$ cat src/rtl/ddd_responder_tmb.sv
// Responder side of the 3D3444 serial delay-chip link: shifts in a 60-bit frame,
// latches oe and twelve 4-bit channel delays on the address strobe, and loops sr[0] back.
module ddd_responder_tmb (
  input  logic        clock,
  input  logic        global_reset,
  input  logic        serial_clock,
  input  logic        serial_data,
  input  logic        adr_latch,
  output logic        serial_readback,
  output logic [11:0] oe,
  output logic [3:0]  delay_ch0,
  output logic [3:0]  delay_ch1,
  output logic [3:0]  delay_ch2,
  output logic [3:0]  delay_ch3,
  output logic [3:0]  delay_ch4,
  output logic [3:0]  delay_ch5,
  output logic [3:0]  delay_ch6,
  output logic [3:0]  delay_ch7,
  output logic [3:0]  delay_ch8,
  output logic [3:0]  delay_ch9,
  output logic [3:0]  delay_ch10,
  output logic [3:0]  delay_ch11,
  output logic        frame_ok,
  output logic        frame_err,
  output logic [7:0]  err_cnt,
  output logic        busy
);

  // state    | meaning
  // st_idle  | waiting for the first serial clock rise or a strobe
  // st_shift | accepting frame bits
  // st_latch | one cycle: judge bit count, load outputs or flag error
  // st_hold  | strobe still low, wait for it to return high
  typedef enum logic [1:0] {st_idle, st_shift, st_latch, st_hold} state_t;

  state_t      state;
  logic        sc_ff, sd_ff, al_ff, sc_prev, al_prev;
  logic [59:0] sr;
  logic [6:0]  bit_cnt;
  logic [3:0]  dly_q [12];
  logic        rise, accept, latch_edge;

  assign rise       = sc_ff & ~sc_prev;
  assign accept     = rise & al_ff;
  assign latch_edge = ~al_ff & al_prev;

  // Fields are sent MSB first, so the lowest sr index of a nibble is its MSB.
  function automatic logic [3:0] rev4(input logic [3:0] n);
    return {n[0], n[1], n[2], n[3]};
  endfunction

  assign delay_ch0  = dly_q[0];
  assign delay_ch1  = dly_q[1];
  assign delay_ch2  = dly_q[2];
  assign delay_ch3  = dly_q[3];
  assign delay_ch4  = dly_q[4];
  assign delay_ch5  = dly_q[5];
  assign delay_ch6  = dly_q[6];
  assign delay_ch7  = dly_q[7];
  assign delay_ch8  = dly_q[8];
  assign delay_ch9  = dly_q[9];
  assign delay_ch10 = dly_q[10];
  assign delay_ch11 = dly_q[11];

  always_ff @(posedge clock) begin
    if (global_reset) begin
      state           <= st_idle;
      sc_ff           <= 1'b0;
      sc_prev         <= 1'b0;
      sd_ff           <= 1'b0;
      al_ff           <= 1'b1;
      al_prev         <= 1'b1;
      sr              <= '0;
      bit_cnt         <= '0;
      oe              <= '0;
      for (int i = 0; i < 12; i++) dly_q[i] <= '0;
      serial_readback <= 1'b0;
      frame_ok        <= 1'b0;
      frame_err       <= 1'b0;
      err_cnt         <= '0;
      busy            <= 1'b0;
    end else begin
      sc_ff           <= serial_clock;
      sd_ff           <= serial_data;
      al_ff           <= adr_latch;
      sc_prev         <= sc_ff;
      al_prev         <= al_ff;
      serial_readback <= sr[0];
      frame_ok        <= 1'b0;
      frame_err       <= 1'b0;
      busy            <= 1'b0;

      // sr is deliberately left intact by a latch so a verify pass reads the frame back.
      if (accept) sr <= {sd_ff, sr[59:1]};

      if (state == st_latch)
        bit_cnt <= '0;
      else if (accept && bit_cnt != 7'd127)
        bit_cnt <= bit_cnt + 7'd1;

      case (state)
        st_idle: begin
          if (accept) begin
            state <= st_shift;
            busy  <= 1'b1;
          end else if (latch_edge) begin
            state <= st_latch;
          end
        end
        st_shift: begin
          if (latch_edge) state <= st_latch;
          else            busy  <= 1'b1;
        end
        st_latch: begin
          if (bit_cnt == 7'd60) begin
            oe        <= {rev4(sr[3:0]), rev4(sr[23:20]), rev4(sr[43:40])};
            dly_q[8]  <= rev4(sr[7:4]);
            dly_q[9]  <= rev4(sr[11:8]);
            dly_q[10] <= rev4(sr[15:12]);
            dly_q[11] <= rev4(sr[19:16]);
            dly_q[4]  <= rev4(sr[27:24]);
            dly_q[5]  <= rev4(sr[31:28]);
            dly_q[6]  <= rev4(sr[35:32]);
            dly_q[7]  <= rev4(sr[39:36]);
            dly_q[0]  <= rev4(sr[47:44]);
            dly_q[1]  <= rev4(sr[51:48]);
            dly_q[2]  <= rev4(sr[55:52]);
            dly_q[3]  <= rev4(sr[59:56]);
            frame_ok  <= 1'b1;
          end else begin
            frame_err <= 1'b1;
            if (err_cnt != 8'hFF) err_cnt <= err_cnt + 8'd1;
          end
          state <= st_hold;
        end
        st_hold: begin
          if (al_ff) state <= st_idle;
        end
        default: state <= st_idle;
      endcase
    end
  end

endmodule

$ cat config.mk
export PLATFORM = sky130hd
export DESIGN_NAME = ddd_responder_tmb
export DESIGN_NICKNAME = d
export VERILOG_FILES = /design/src/rtl/ddd_responder_tmb.sv
export SDC_FILE = /design/constraint.sdc
export NUM_CORES = 1
export LEC_CHECK = 0
export CORE_MARGIN = 2
export CORE_UTILIZATION = 42
export CTS_BUF_LIST = sky130_fd_sc_hd__clkbuf_8
export DETAILED_ROUTE_END_ITERATION = 8
export PLACE_DENSITY = 0.68
export RECOVER_POWER = 50
export SYNTH_ARGS = -nofsm -noshare
export SYNTH_HDL_FRONTEND = slang
export SYNTH_SLANG_ARGS = --single-unit
$ cat constraint.sdc
create_clock -name clock -period 6.8 [get_ports clock]
set_input_delay 1.02 -clock clock [delete_from_list [all_inputs] [get_ports clock]]
set_output_delay 1.02 -clock clock [all_outputs]
set_load 0.1 [all_outputs]
==> impl_metrics.tcl, run 1 <==
set metrics [dict create \
    worstPathCellList "buf_2, buf_4, nor4_1, clkbuf_1, and2_1" \
    clk_pin_slew_worst_paths_ns 0.07 \
    cts_buffers 17 \
    crit_path_start_kind "input pin" \
    cp_top_family "simple AND/OR/NAND/NOR gates" \
    netlist_top_cells_count "nand2_1 (109), dfxtp_1 (98), a21oi_1 (57), edfxtp_1 (48), and2_1 (40)" \
    rows 40 \
    dpl_cell_area_um2 6130 \
    netlist.area_leader.share 0.373 \
    ys_ff_latch 146 \
    first_iter_violations 201 \
    syn_nets 502 \
    arrival_ns 4.63 \
    rsz0062_at_grt "no" \
    synth-compound-area-share 0.112 \
    cts_root_buf "clkbuf_8" \
    start_util 0.435 \
    end_kind "flip-flop" \
    slowest_stage "nor4_1" \
    io_buffers 76 \
    relSlewSlack -0.563 \
    synth_ff_type "dfxtp_1" \
    drt-total-wl_um 9670 \
    synth_top_family_by_area "simple AND/OR/NAND/NOR gates" \
    seq_area_frac_synth 0.646 \
    grt_pass1_wl_um 15800 \
    fmax_ghz 0.231 \
    syn-mean-instance-area_um2 10.7 \
    ir_worst_vdd_mv 0.139 \
    leakagePower_nw 2.18 \
    critPathKind "input pin to flip-flop" \
    path_max_fanout 85 \
    synthMostInstantiatedCell "nand2_1" \
    muxShareOfSynthArea 0.00808 \
    drc 0 \
    violations "max-capacitance violations, max-slew violations" \
    grt_use_total 0.152 \
    cts_setup_buffers 0 \
    clk_latency_ns 0.44 \
    clock_path_buffers 2 \
    wl_per_cell_um 13.0 \
    core_area_um2 12100 \
    ys_warn_count 0 \
    cts_tree "built" \
    cp.required_ns 7.10 \
    synth.distinct_cells 46 \
    synth-adder-area-share 0.00713 \
    cts-htree-levels 4 \
    yosys.area.top_type "dfxtp_1" \
    fin_crit_ns 4.33 \
    critPathBufInv 3 \
    diodes 0 \
    antenna_found_initial 0 \
    worst_pin_slew_ns 2.32 \
    layout_worst_path_cycle_share 0.637 \
    gr-total-overflow 0 \
    vias 3651 \
    num-nets-final 571 \
    drv_cap 2 \
    synth_area_um2 5270 \
    setup_viol 0 \
    r2r-start "bit_cnt[0]$_SDFFE_PP0P_" \
    cts_resized 0 \
    syn_inst 494 \
    fin_worst_skew_ns 0.0126 \
    setup_tns_ns 0 \
    cts.sinks 146 \
    stdcell_area_um2 6450 \
    synth_area_leaders "dfxtp_1 (37%), edfxtp_1 (27%), nand2_1 (7.8%)" \
    first_pass_iters 4 \
    synth-edff-count 48 \
    crit_start "global_reset" \
    hold_path_class "flip-flop to flip-flop" \
    hold_start "sd_ff$_SDFF_PP0_" \
    cpPeakStageDelay_ns 1.93 \
    hpwl_um 6070 \
    postCtsHoldBufs 0 \
    die_y_um 116 \
    status "finished, violations left" \
    dieWidth_um 116 \
    p_per_area_nw_per_um2 269 \
    grt_max_degree 86 \
    postRouteAntennaNets 0 \
    hold_viol_final 0 \
    synthXorXnorAreaFrac 0.00499 \
    yosys.area_share.simple 0.193 \
    synthArstFlopShare 0 \
    place_congestion 0.752 \
    drive_gt1_frac 0.0642 \
    viasPerCell 4.91 \
    slew_viol_final 78 \
    fp.dieArea_um2 13500 \
    area_growth_pct 22.5 \
    holdWs_ns 0.439 \
    grt_pass1_vias 3308 \
    io_pins 77 \
]
[layout by cell type (no fill, tap or decap), types with 4 or more instances in the layout]
master and instances:
clkbuf_8 17, and2_0 22, nor3_1 6, nor2b_1 15, nand2_1 109, nor2_1 14, a21oi_1 57, edfxtp_1 48
nand3_1 5, o22a_1 8, a22o_1 12, dfxtp_1 98, and2_1 18, clkdlybuf4s50_1 75, o21ai_0 4, inv_1 8
nand2b_1 5
[logic make-up after synthesis]
| group | after synthesis |
|---|---|
| XOR/XNOR | 3 |
| AND/OR/NAND/NOR | 209 |
| AO/OA/AOI/OAI | 94 |
| buffers and inverters | 35 |
| adder cells (fa/ha/maj) | 3 |
| flip-flops | 146 |
| multiplexers | 4 |
[final cells by class]
| type | count | area, µm² |
|---|---|---|
| multi-input combinational | 313 | 1690 |
| fill | 1126 | 5660 |
| tap | 168 | 210 |
| sequential | 146 | 3400 |
| clock inverter | 15 | 119 |
| clock buffer | 17 | 234 |
| inverter | 6 | 22.5 |
| timing repair buffer | 79 | 774 |
[layer usage]
layer  GRT usage  vias to the layer above  wire [µm]
li1            -                     1834          -
met1       0.197                     1727       4610
met2       0.233                       79       4480
met3      0.0581                       11        450
met4      0.0571                        0        125
met5           0                        -          0
[registers in the layout, summed over array words and instances, names as in the netlist, 2 cells and up]
signal and flops:
err_cnt 8, bit_cnt 7, oe 12, sr 60
state 2, dly_q 48
[power breakdown]
part	leakage, nW	internal, mW	switching, mW
combinational	0.734	0.0384	0.161
sequential	1.25	0.921	0.00941
clock	0.188	0.285	0.319
[per-stage QoR]
step           cells  worst slack [ns]  utilization  power, mW
2_1_floorplan    494              4.16            -       1.11
3_3_place_gp     712              3.36        0.506       1.15
3_5_place_dp     712              3.27        0.506       1.15
4_1_cts          744              3.71        0.535       1.75
5_1_grt          744              2.00        0.533       1.80
6_report         744              2.47        0.533       1.73
[worst reg2reg max path, delay by kind of cell (launching register included)]
kind | cells | cell delay [ns]
buffers and inverters | 2 | 1.03
adder cells (fa/ha/maj) | 1 | 0.15
flip-flops | 1 | 0.33
AND/OR/NAND/NOR | 3 | 2.24
[worst paths after layout]
check,to,slack [ns],cells past startpoint
worst max register to register,dly_q[1][12]$_SDFFCE_PN0P_,2.90,6
worst max-delay path,dly_q[1][12]$_SDFFCE_PN0P_,2.47,5
worst min-delay path,sr[59]$_SDFFE_PP0P_,0.44,2
worst min register to register,sr[59]$_SDFFE_PP0P_,0.44,2
Note: power is estimated with default switching activity, not from simulation.
==> inputs of run 2 (changes only) <==
clock period = 4.5 ns   (was 6.8 ns; I/O delays follow)
==> impl_metrics.tcl, run 2 (synthesis results as in run 1) <==
set metrics [dict create \
    status "finished, violations left" \
    violations "max-capacitance violations, max-slew violations" \
    cts_setup_buffers 0 \
    crit-reg2reg-capture "bit_cnt[5]$_SDFFE_PP0P_" \
    hold_start "sd_ff$_SDFF_PP0_" \
    dieWidth_um 116 \
    diodes 0 \
    grt_max_degree 65 \
    top_regs "sr (60), dly_q (48), oe (12)" \
    arrival_ns 3.40 \
    crit_path_start_kind "flip-flop" \
    hold-path-endpoint "sr[59]$_SDFFE_PP0P_" \
    first_iter_violations 250 \
    setup_tns_ns 0 \
    postRouteAntennaNets 0 \
    path_max_fanout 56 \
    gr-total-overflow 0 \
    layout_worst_path_cycle_share 0.675 \
    final_common_cell "nand2_1" \
    cts.sinks 146 \
    placed_cells 712 \
    grt_pass1_wl_um 16600 \
    largest_reg_flops 60 \
    cts_tree "built" \
    clk_pin_slew_worst_paths_ns 0.07 \
    clk_latency_ns 0.44 \
    cts-htree-levels 4 \
    drv_cap 1 \
    io_pins 77 \
    die_y_um 116 \
    worst-r2r-cell-count 4 \
    drive_gt1_frac 0.0694 \
    hold_path_class "flip-flop to flip-flop" \
    regToRegSetupSlack_ns 1.46 \
    io_buffers 76 \
    cts_buffers 17 \
    fp.dieArea_um2 13500 \
    ir_worst_vdd_mv 0.193 \
    cp_top_family "simple AND/OR/NAND/NOR gates" \
    drc 0 \
    dpl_cell_area_um2 6130 \
    layout.cells.non_filler 744 \
    worst_pin_slew_ns 1.97 \
    slew_viol_final 57 \
    area_growth_pct 23.0 \
    postCtsHoldBufs 0 \
    rsz0062_at_grt "no" \
    antenna_found_initial 0 \
    setup_viol 0 \
    largest_register "sr" \
    grt_use_total 0.162 \
    critPathKind "flip-flop to flip-flop" \
    r2r-start "al_ff$_SDFF_PP1_" \
    worstPathCellList "and3b_1, o21ai_2, or4_1, a21oi_1" \
    whs_path_depth 2 \
    cpPeakStageDelay_ns 1.52 \
    num-nets-final 571 \
    critPathBufInv 0 \
    fmax_ghz 0.329 \
    cp.required_ns 4.87 \
    rows 40 \
    fin_worst_skew_ns 0.0129 \
    cts_resized 0 \
    first_pass_iters 4 \
    grt_pass1_vias 3482 \
    hpwl_um 6160 \
    drt-total-wl_um 9990 \
    slowest_stage "and3b_1" \
    totalPowerFinal_mw 2.65 \
    end_kind "flip-flop" \
    fin_crit_ns 3.04 \
    relSlewSlack -0.313 \
    leakagePower_nw 2.19 \
    clock_path_buffers 2 \
    wl_per_cell_um 13.4 \
    layout_common_cells "nand2_1 (109), dfxtp_1 (98), clkdlybuf4s50_1 (75)" \
    utilization 0.535 \
    stdcell_area_um2 6480 \
    core_area_um2 12100 \
    vias 3651 \
    start_util 0.435 \
    place_congestion 0.828 \
    hold_viol_final 0 \
    p_per_area_nw_per_um2 409 \
    cts_root_buf "clkbuf_8" \
    viasPerCell 4.91 \
]
-- run 2: cell types whose count changed in the layout (fill, tap and decap cells not counted), sizes merged --
cell | before | now
buf | 3 | 2
clkbuf | 18 | 20
clkinv | 6 | 7
clkinvlp | 2 | 3
inv | 12 | 9
-- run 2: final cells by class --
type / count / area [µm²]
Timing Repair Buffer: 79 / 773
Clock buffer: 18 / 248
Clock inverter: 14 / 115
Fill cell: 1101 / 5630
Sequential cell: 146 / 3400
Inverter: 6 / 22.5
Tap cell: 168 / 210
Multi-Input combinational cell: 313 / 1710
-- run 2: layer usage --
layer  vias up  routed length (µm)  track usage
li1       1822                   -            -
met1      1721                4720        0.210
met2       101                4640        0.249
met3         7                 529       0.0528
met4         0                  95       0.0683
met5         -                   0            0
-- run 2: where the power goes --
part           internal [mW]  switching, mW
clock                  0.447          0.491
combinational         0.0581          0.245
sequential              1.39         0.0146
total                   1.90          0.751
-- run 2: worst max-delay path by stage --
stage	from	to	cells after the start
final	al_ff$_SDFF_PP1_	bit_cnt[5]$_SDFFE_PP0P_	4
after detailed placement	global_reset	dly_q[1][0]$_SDFFCE_PN0P_	3
after CTS	err_cnt[3]$_SDFFE_PP0P_	err_cnt[3]	1
after floorplan	bit_cnt[0]$_SDFFE_PP0P_	dly_q[0][0]$_SDFFCE_PN0P_	7
after global routing	al_ff$_SDFF_PP1_	bit_cnt[5]$_SDFFE_PP0P_	4
after global placement	global_reset	dly_q[1][3]$_SDFFCE_PN0P_	3
-- run 2: through the flow --
| step | hold WS, ns | worst slack [ns] |
|---|---|---|
| floorplan | 0.417 | 1.95 |
| global placement | 0.429 | 1.81 |
| detailed placement | 0.431 | 1.68 |
| CTS | 0.442 | 1.74 |
| global route | 0.450 | 1.11 |
| finish | 0.439 | 1.46 |
-- run 2: worst reg2reg max path: cells and delay by family (launching register included) --
kind	cells	cell delay [ns]
simple gates	2	2.13
flops	1	0.41
compound gates	2	0.43
==> variant 1, RTL diff (settings of run 1) <==
The 4 states of `state_t` get a one-hot encoding in 4 bits.
--- a/src/rtl/ddd_responder_tmb.sv
+++ b/src/rtl/ddd_responder_tmb.sv
@@ -33,3 +33,3 @@
   // st_hold  | strobe still low, wait for it to return high
-  typedef enum logic [1:0] {st_idle, st_shift, st_latch, st_hold} state_t;
+  typedef enum logic [3:0] {st_idle = 4'b0001, st_shift = 4'b0010, st_latch = 4'b0100, st_hold = 4'b1000} state_t;
 
Behaviour: same outputs for any inputs over 10 cycles, from zero or initial values and one cycle with global_reset high; not proved beyond that.
==> variant 1 against run 1 <==
The flow still finishes with violations (max-capacitance violations, max-slew violations); total power up 7.3%; global-route usage about the same; count of clock-buffer cells in the layout unchanged; largest power group unchanged; worst setup slack better by 1100 ps; largest cell class unchanged; area after synthesis up 2.3%; sequential cell count up 2; design area up 3.9%; routed wire length up 4.1%.
==> variant 1: results (changes against run 1) <==
Drt
  • Vias per cell: 4.86 (-0.89%)
  • Iteration-0 DRC Markers: 318 (+58%)

Place
  • GPL Wtd Cong: 0.730 (-2.9%)
  • Final HPWL DP: 6240 µm (+2.9%)
  • DP Area: 6250 µm² (+1.9%)

Outcome
  • Status: finished with violations
  • Failing checks: max-capacitance violations, max-slew violations

Finish
  • Largest registers: sr: 60 flops, dly_q: 48 flops, oe: 12 flops
  • Nets: 585 (+2.5%)

Setup path
  • Register-to-Register Path Depth: 4 (-2)
  • Critical path data arrival time: 3540 ps (-1090 ps)
  • Internal reg-to-reg setup slack: 3760 ps (+860 ps)
  • Crit path max fanout: 83 (-2.4%)

Clock tree
  • Reg clk slew, reported paths: roughly 80 ps

Pwr
  • VDD IR-drop max: 0.000113 V (-19%)
  • Leak: 2.29 nW (+5.1%)

Timing
  • Max-Slew Margin vs Limit: -0.272 (+0.291)
  • Final Max Tran Viols: 112 (+44%)
  • Worst Skew: 10.2 ps (-2.37 ps)

Synthesis
  • Commonest cells in the netlist: nand2_1 (112), dfxtp_1 (100), a21oi_1 (61)
  • Seq/Total Area, Yosys: 0.639 (-0.00683)
  • Synth top area cells: dfxtp_1 (37%), edfxtp_1 (27%), nand2_1 (7.8%), a21oi_1 (5.7%), and2_1 (4.6%)
  • EDFF count, synth: 48 (unchanged)
  • Number of library cell types mapped by synthesis: 44 (-4.3%)
  • Synthesized net count: 519 (+3.4%)

Global route
  • First-pass GRT wire length: 16,200 µm (+2.3%)
  • GRT Overall Usage: 0.152 (about the same)

Run
  • Total of max-cap violations: 2 (unchanged)
==> variant 1: cell types whose count changed after synthesis, sizes merged, moves of 3 or more <==
cell,before,now
a21oi,57,61
nor2,14,18
nand2,109,112
xnor2,1,4
clkbuf,18,25
nand4,1,4
nor2b,15,12
o21ai,4,8
buf,11,7
==> variant 1: logic make-up after synthesis <==
group,Yosys count,synth area share
mux,3,0.00558
compound gates,99,0.114
buf+inv,38,0.0290
fa+ha+maj,3,0.00697
xor+xnor,4,0.00650
flops,148,0.639
simple gates,216,0.199
==> variant 1: final cells by class <==
type,count,area (µm²)
Inverter,6,22.5
Timing Repair Buffer,79,774
Fill cell,1108,5870
Clock inverter,15,240
Multi-Input combinational cell,325,1770
Sequential cell,148,3440
Tap cell,172,215
Clock buffer,17,234
==> variant 1: final timing paths <==
check,start,to
worst max-delay path,global_reset,dly_q[2][2]
worst min-delay path,sd_ff,sr[59]
worst max register to register,state[0],dly_q[2][2]
worst min register to register,sd_ff,sr[59]
==> variant 1: through the flow <==
stage | util | worst slack, ps | hold slack [ps] | cells
finish | 0.533 | 3540 | 440 | 762
CTS | 0.535 | 3610 | 442 | 762
global route | 0.533 | 3290 | 466 | 762
floorplan | - | 3620 | 417 | 511
detailed placement | 0.497 | 3140 | 435 | 730
global placement | 0.497 | 3220 | 422 | 730
==> variant 1: power by group <==
group	total, mW	internal (mW)	switching [mW]
clock	0.792	0.471	0.320
sequential	0.934	0.926	0.00820
combinational	0.134	0.0276	0.107
==> variant 1: critical path, cell delays in order <==
cell	delay, ps
buf_2	90
buf_4	360
nor4_1	380
clkbuf_1	1380
and2_0	280
==> variant 1: layer usage <==
metal / track usage / wire length [µm] / vias up / part of all wire
met5: 0 / 0 / - / 0
met1: 0.191 / 4590 / 1726 / 0.46
met2: 0.246 / 4880 / 87 / 0.48
met3: 0.0499 / 549 / 6 / 0.055
met4: 0.0549 / 53 / 0 / 0.0053
li1: - / - / 1887 / -
==> variant 2, RTL diff (flow settings as in run 1) <==
Without the edit above. Make the reset (`global_reset`) asynchronous in one clocked block.
--- a/src/rtl/ddd_responder_tmb.sv
+++ b/src/rtl/ddd_responder_tmb.sv
@@ -64,3 +64,3 @@
 
-  always_ff @(posedge clock) begin
+  always_ff @(posedge clock or posedge global_reset) begin
     if (global_reset) begin
Function: differs if global_reset is asserted again (counterexample within 4 cycles, from zero or initial values and one cycle with global_reset high); with global_reset held inactive, the same outputs for 10 cycles.
==> variant 2 against run 1 <==
The flow still finishes with violations (max-capacitance violations, max-slew violations); area after synthesis rose by 6.1%; count of clock-buffer cells in the layout rose by 4; clock skew fell by 2.6 ps; sequential power rose by 2.8%; design area rose by 7.0%; routed wire length rose by 3.0%; sequential share of layout area rose by 0.19 points; via count fell by 4.2%; worst setup slack improved by 260 ps; sequential cell count did not move; total power rose by 17%; clock power rose by 23%; largest cell class unchanged.
==> variant 2: results (changes against run 1) <==
Outcome
  • Status: finished with violations
  • Failing checks: max-capacitance violations, max-slew violations

Synthesis
  • Mean Syn Cell Area: 11.8 µm² (+11%)
  • Synth top area cells: dfrtp_1 (65%), nand2_1 (12%), mux2_1 (6.9%), mux2_2 (5.6%), xor2_1 (1.3%)
  • Synthesized net count: 481 (-4.2%)
  • Ys async rst share: 1.00 (+1.00)
  • Commonest cells in the netlist: nand2_1 (184), dfrtp_1 (144), mux2_1 (34)
  • Seq/Total Area, Yosys: 0.655 (+0.00834)
  • Post-Synth Adder-Cell Area: 0.00672 (-0.000407)
  • Number of library cell types mapped by synthesis: 37 (-20%)
  • Xor/xnor share of the synthesized area: 0.0141 (+0.00912)
  • Multiplexer share of the synthesized area: 0.129 (+0.121)

Place
  • Place WS: 3780 ps (+516 ps)
  • DP Area: 6480 µm² (+5.7%)
  • GPL Wtd Cong: 0.737 (-2.0%)
  • Placed insts: 709 (-0.42%)

Drt
  • DR vias: 3,497 (-4.2%)
  • Vias per cell: 4.73 (-3.7%)

Finish
  • Largest registers: sr: 60 flops, oe: 12 flops, err_cnt: 8 flops

Timing
  • Max-Slew Margin vs Limit: -0.959 (-0.397)
  • Final Max Tran Viols: 134 (+72%)
  • Worst Skew: 9.97 ps (-2.59 ps)

Pwr
  • Leak: 3.56 nW (+64%)
  • VDD IR-drop max: 0.000174 V (+25%)

Run
  • Total of max-cap violations: 3 (+1)

Global route
  • First-pass GRT wire length: 17,300 µm (+9.4%)
## variant 2: changes by cell type after synthesis, moves of 13 or more
| cell | delta |
|---|---|
| mux2_2 | +26 |
| a21oi_1 | -56 |
| and2_1 | -39 |
| edfxtp_1 | -48 |
| mux2_1 | +34 |
| dfrtp_1 | +144 |
| nand2_1 | +75 |
| nor2b_1 | -13 |
| dfxtp_1 | -98 |
## variant 2: worst max-delay path, stage by stage (launching register included)
cell and delay (ps):
dfstp_1 590, and3b_2 190, clkbuf_1 2050, o21ai_0 670
mux2i_1 350, nor2_1 60
## variant 2: power breakdown
group	switching [mW]	internal, mW
Sequential	0.0432	0.914
Combinational	0.246	0.0769
Clock	0.308	0.435
## variant 2: layout make-up
| cell class | instances | area (µm²) | share of cell area |
|---|---|---|---|
| clock buffer | 21 | 289 | 0.0419 |
| multi-input combinational | 302 | 1780 | 0.257 |
| inverter | 5 | 20.0 | 0.00290 |
| sequential | 146 | 3660 | 0.529 |
| timing repair buffer | 80 | 787 | 0.114 |
| tap | 176 | 220 | 0.0319 |
| clock inverter | 10 | 156 | 0.0226 |
## variant 2: per-layer routing
| layer | track usage | wire [µm] |
|---|---|---|
| met5 | 0 | 0 |
| met4 | 0.0735 | 170 |
| met3 | 0.0374 | 364 |
| met2 | 0.228 | 4590 |
| met1 | 0.214 | 4830 |
## variant 2: worst paths after layout
path,cells past startpoint,endpoint,slack (ps),startpoint
max,5,bit_cnt[1],2720,al_ff
min,0,serial_readback,400,sr[0]
max reg2reg,5,bit_cnt[1],2720,al_ff
min reg2reg,0,serial_readback,400,sr[0]
max in group asynchronous,3,delay_ch10[0],3060,global_reset
min in group asynchronous,2,err_cnt[5],1810,global_reset
